**config.mk**
```make
export PLATFORM = sky130hd
export DESIGN_NAME = half_adder_core
export DESIGN_NICKNAME = d
export VERILOG_FILES = /design/src/rtl/half_adder_core.sv
export SDC_FILE = /design/constraint.sdc
export NUM_CORES = 1
export LEC_CHECK = 0
export ABC_AREA = 1
export CORE_AREA = 2 2 39 41
export CTS_CLUSTER_DIAMETER = 120
export CTS_CLUSTER_SIZE = 28
export DETAILED_ROUTE_END_ITERATION = 10
export DIE_AREA = 0 0 41 43
export SETUP_SLACK_MARGIN = 0.1
export SLEW_MARGIN = 20
export SYNTH_ARGS = -nofsm -noshare
export SYNTH_HDL_FRONTEND = slang
export SYNTH_SLANG_ARGS = --single-unit
```
**constraint.sdc**
```tcl
create_clock -name clk -period 0.8 [get_ports clk]
set_clock_uncertainty 0.05 [all_clocks]
set_input_delay 0.16 -clock clk [delete_from_list [all_inputs] [get_ports clk]]
set_output_delay 0.16 -clock clk [all_outputs]
set_load 0.1 [all_outputs]
```
**src/rtl/half_adder_core.sv**
```systemverilog
// Registered per-lane half adder (sum = a^b, carry = a&b) behind a one-entry valid/ready output stage.
// Optional popcount of the carry vector is enabled with the HALF_ADDER_CARRY_COUNT_EN macro.
module half_adder_core #(
  parameter int WIDTH = 1
) (
  input  logic                       clk,
  input  logic                       reset,
  input  logic [WIDTH-1:0]           a,
  input  logic [WIDTH-1:0]           b,
  input  logic                       in_valid,
  output logic                       in_ready,
  output logic [WIDTH-1:0]           sum,
  output logic [WIDTH-1:0]           carry,
  output logic                       out_valid,
  input  logic                       out_ready
`ifdef HALF_ADDER_CARRY_COUNT_EN
  ,
  output logic [$clog2(WIDTH+1)-1:0] carry_count
`endif
);

  localparam int CW = $clog2(WIDTH+1);

  logic [WIDTH-1:0] sum_q, sum_d;
  logic [WIDTH-1:0] carry_q, carry_d;
  logic             out_valid_q, out_valid_d;
  logic             accept;

  // Reset term keeps the block visibly ready while reset is held, even if a result was pending.
  assign in_ready = reset || !out_valid_q || out_ready;
  assign accept   = in_valid && in_ready;

  always_comb begin
    sum_d       = sum_q;
    carry_d     = carry_q;
    out_valid_d = out_valid_q;
    if (accept) begin
      sum_d       = a ^ b;
      carry_d     = a & b;
      out_valid_d = 1'b1;
    end else if (out_valid_q && out_ready) begin
      out_valid_d = 1'b0;
    end
  end

  always_ff @(posedge clk) begin
    if (reset) begin
      sum_q       <= '0;
      carry_q     <= '0;
      out_valid_q <= 1'b0;
    end else begin
      sum_q       <= sum_d;
      carry_q     <= carry_d;
      out_valid_q <= out_valid_d;
    end
  end

  assign sum       = sum_q;
  assign carry     = carry_q;
  assign out_valid = out_valid_q;

`ifdef HALF_ADDER_CARRY_COUNT_EN
  logic [CW-1:0] carry_count_q, carry_count_d;
  logic [CW-1:0] popcount;

  always_comb begin
    popcount = '0;
    for (int i = 0; i < WIDTH; i++) begin
      popcount = popcount + CW'(a[i] & b[i]);
    end
  end

  always_comb begin
    carry_count_d = carry_count_q;
    if (accept) begin
      carry_count_d = popcount;
    end
  end

  always_ff @(posedge clk) begin
    if (reset) begin
      carry_count_q <= '0;
    end else begin
      carry_count_q <= carry_count_d;
    end
  end

  assign carry_count = carry_count_q;
`endif

endmodule

```
==> impl_results.html <==
<table>
<tr><th>Metric</th><th>Value</th></tr>
<tr><th colspan="2">Run status</th></tr>
<tr><td>Result of the run</td><td>complete, but fails checks</td></tr>
<tr><td>Violated checks</td><td>setup timing</td></tr>
<tr><th colspan="2">Worst setup path</th></tr>
<tr><td>Setup Crit Path Kind</td><td>flip-flop to output pin</td></tr>
<tr><td>Endpoint arrival time on the critical path</td><td>between 0.8 and 0.9 ns</td></tr>
<tr><td>Worst-path maximum fanout</td><td>2</td></tr>
<tr><td>Setup crit start kind</td><td>flip-flop</td></tr>
<tr><td>CP endpoint kind</td><td>output pin</td></tr>
<tr><td>Required time at the endpoint of the critical path</td><td>between 0.5 and 0.6 ns</td></tr>
<tr><th colspan="2">Global routing</th></tr>
<tr><td>Overflow left after global routing</td><td>0</td></tr>
<tr><td>Antenna violations before repair</td><td>0</td></tr>
<tr><td>Maximum number of pins on one net before global-route repair</td><td>6</td></tr>
<tr><td>Wire length of the first global-routing pass</td><td>565 um</td></tr>
<tr><td>Total GRT Usage</td><td>0.0552</td></tr>
<tr><td>Via count of the first global-routing pass</td><td>around 170</td></tr>
<tr><th colspan="2">Synthesis</th></tr>
<tr><td>Post-synth cell types</td><td>10</td></tr>
<tr><td>Sequential share of the synthesized area</td><td>0.403</td></tr>
<tr><td>Synth Register Bits</td><td>3</td></tr>
<tr><td>Syn Nets</td><td>26</td></tr>
<tr><td>Cell area after synthesis</td><td>between 100 and 150 um^2</td></tr>
<tr><td>Synthesized instance count</td><td>19</td></tr>
<tr><td>Count of yosys warnings during synthesis</td><td>0</td></tr>
<tr><td>Mapped Avg Cell Area</td><td>roughly 7.8 um^2</td></tr>
<tr><th colspan="2">Finish</th></tr>
<tr><td>Final net count</td><td>45</td></tr>
<tr><td>Number of antenna repair diodes</td><td>0</td></tr>
<tr><td>Ratio of cells with drive above 1 in the final layout</td><td>0.541</td></tr>
<tr><td># fillers</td><td>around 160</td></tr>
<tr><td>Commonest cells after routing, fill and taps aside</td><td>sky130_fd_sc_hd__dlygate4sd2_1, sky130_fd_sc_hd__buf_12, sky130_fd_sc_hd__buf_4</td></tr>
<tr><td>Final non-filler cell area</td><td>around 380 um^2</td></tr>
<tr><td>Layout area overhead</td><td>156%</td></tr>
<tr><th colspan="2">Place</th></tr>
<tr><td>Setup Slack @ Placement</td><td>-0.441 ns</td></tr>
<tr><td>Last weighted congestion value of the routability-driven placer</td><td>between 0.5 and 0.6</td></tr>
<tr><td>Cell Area, Placed</td><td>about 330 um^2</td></tr>
<tr><td>Buffers added on ports</td><td>9</td></tr>
<tr><th colspan="2">CTS</th></tr>
<tr><td>Source-to-sink clock delay at the later pin of the worst-skew pair</td><td>between 0.2 and 0.25 ns</td></tr>
<tr><td>Total number of H-tree levels</td><td>1</td></tr>
<tr><td>Clock Tree Root</td><td>sky130_fd_sc_hd__clkbuf_4</td></tr>
<tr><td>Number of buffers on the longest clock path</td><td>2</td></tr>
<tr><td>Number of clock buffers inserted by TritonCTS</td><td>3</td></tr>
<tr><td>CTS clk-pin slew, worst paths</td><td>around 0.040 ns</td></tr>
<tr><td>TritonCTS Sinks</td><td>3</td></tr>
<tr><td>Clock tree from TritonCTS</td><td>done</td></tr>
<tr><th colspan="2">Die</th></tr>
<tr><td>Die height</td><td>roughly 43 um</td></tr>
<tr><td>I/O pins</td><td>10</td></tr>
<tr><td>Starting density of the core</td><td>0.108</td></tr>
<tr><td>DIE AREA</td><td>between 0.0015 and 0.002 mm^2</td></tr>
<tr><td>Num rows</td><td>14</td></tr>
<tr><td>Core outline area</td><td>0.00138 mm^2</td></tr>
<tr><td>Die width</td><td>slightly above 40 um</td></tr>
<tr><th colspan="2">Job</th></tr>
<tr><td># Max-Cap Violations</td><td>0</td></tr>
<tr><th colspan="2">Timing</th></tr>
<tr><td>Setup repair after global routing missed its margin</td><td>yes</td></tr>
<tr><td>Slew HR</td><td>0.871</td></tr>
<tr><td>Final hold violation count</td><td>0</td></tr>
<tr><td>F_max</td><td>about 950 MHz</td></tr>
<tr><td>Fraction of the cycle the final worst path needs</td><td>1.31</td></tr>
<tr><td>Setup violators final</td><td>7</td></tr>
<tr><td>Final Hold Slack</td><td>0.442 ns</td></tr>
<tr><td>Final Worst Setup Slack</td><td>-0.248 ns</td></tr>
<tr><td>Total count of max-transition violations in the final report</td><td>0</td></tr>
<tr><td>Post-layout minimum cycle time</td><td>~1.0 ns</td></tr>
<tr><td>Worst Tran Pin Value</td><td>between 0.15 and 0.2 ns</td></tr>
<tr><th colspan="2">Detailed routing</th></tr>
<tr><td>First-iteration detailed-routing DRC count</td><td>2</td></tr>
<tr><td>Post-route DRC</td><td>0</td></tr>
<tr><td>DR vias</td><td>about 180</td></tr>
<tr><td>DRT Wirelength</td><td>slightly above 400 um</td></tr>
<tr><td>DR WL met2</td><td>~220 um</td></tr>
<tr><td>Routed wl met3</td><td>around 46 um</td></tr>
<tr><td>Wire per inst</td><td>about 7.7 um</td></tr>
<tr><td>M1 WL</td><td>around 140 um</td></tr>
<tr><td>Max Used Layer</td><td>met3</td></tr>
<tr><td>Via density per instance</td><td>3.36</td></tr>
<tr><td>Total iterations of the first detailed-routing run</td><td>2</td></tr>
<tr><td>Remaining antenna violation count</td><td>0</td></tr>
<tr><th colspan="2">Pwr</th></tr>
<tr><td>Leakage power total</td><td>around 0.18 nW</td></tr>
<tr><td>Overall power after layout</td><td>about 0.67 mW</td></tr>
<tr><td>Power density of the placed cells</td><td>around 1700 mW/mm^2</td></tr>
<tr><td>Worst vdd ir</td><td>0.337 mV</td></tr>
<tr><th colspan="2">Hold path</th></tr>
<tr><td>HP Class</td><td>primary input to flip-flop</td></tr>
</table>
cells in the mapped netlist:
cell type	n	area (um^2)
sky130_fd_sc_hd__nand3_1	2	10.0
sky130_fd_sc_hd__dfxtp_1	3	60.1
sky130_fd_sc_hd__a21oi_1	2	10.0
sky130_fd_sc_hd__nand3_4	1	17.5
sky130_fd_sc_hd__inv_1	2	7.51
sky130_fd_sc_hd__nand2_1	4	15.0
sky130_fd_sc_hd__clkinv_2	1	5.00
sky130_fd_sc_hd__ha_1	1	12.5
sky130_fd_sc_hd__nor2_1	2	7.51
sky130_fd_sc_hd__clkinv_1	1	3.75
routing by layer:
metal  vias up  track usage
met3         0       0.0314
met4         0       0.0800
met1        77       0.0385
li1         94            -
met2         7       0.0781
met5         -            0
flip-flops by register name (all words and copies together) (netlist names):
| register | cells |
|---|---|
| carry | 1 |
| out_valid | 1 |
| sum | 1 |
critical path: stages, from the launching register on:
cell	delay, ns
sky130_fd_sc_hd__dfxtp_4	0.36
sky130_fd_sc_hd__nand3_4	0.08
sky130_fd_sc_hd__buf_12	0.17
final timing paths:
path             start  endpoint  slack [ns]  depth (start not counted)
max          out_valid  in_ready       -0.25                          2
min                  a       sum        0.44                          6
max reg2reg  out_valid       sum       -0.21                          5
min reg2reg      carry     carry        0.45                          2
logic make-up (layout without fill, tap and decap cells):
| logic type | after synthesis | after routing | synth area share |
|---|---|---|---|
| and+or+nand+nor | 9 | 9 | 0.336 |
| AOI/OAI and AO/OA | 2 | 2 | 0.0672 |
| DFF | 3 | 3 | 0.403 |
| adders and majority gates | 1 | 1 | 0.0840 |
| buffers and inverters | 4 | 22 | 0.109 |
power breakdown:
part | switching, mW | leakage (nW) | internal, mW
Combinational | 0.136 | 0.139 | 0.0945
Clock | 0.0736 | 0.0150 | 0.187
Sequential | 0.0141 | 0.0267 | 0.161
area by class of cell:
cell class | instances | area (um^2) | area share
inverters | 4 | 17.5 | 0.0459
multi-input cells | 12 | 80.1 | 0.210
repair buffers | 14 | 166 | 0.436
flip-flops and latches | 3 | 71.3 | 0.187
well taps | 16 | 20.0 | 0.0525
clock buffers | 4 | 26.3 | 0.0689
timing repair:
item	4_1_cts	5_1_grt
hold buffers	0	0
resized for setup	5	3
endpoints found under the setup margin	7	7
cloned	0	0
buffers inserted	2	1
pin swaps	3	3
stage by stage:
stage / cells / setup TNS [ns] / util
after floorplan: 19 / -1.67 / -
after global placement: 46 / -1.59 / 0.235
final: 53 / -1.33 / 0.276
after detailed placement: 46 / -1.63 / 0.235
after global routing: 53 / -1.57 / 0.276
after CTS: 52 / -1.18 / 0.262
No activity file was read; power rests on OpenSTA's default activity.
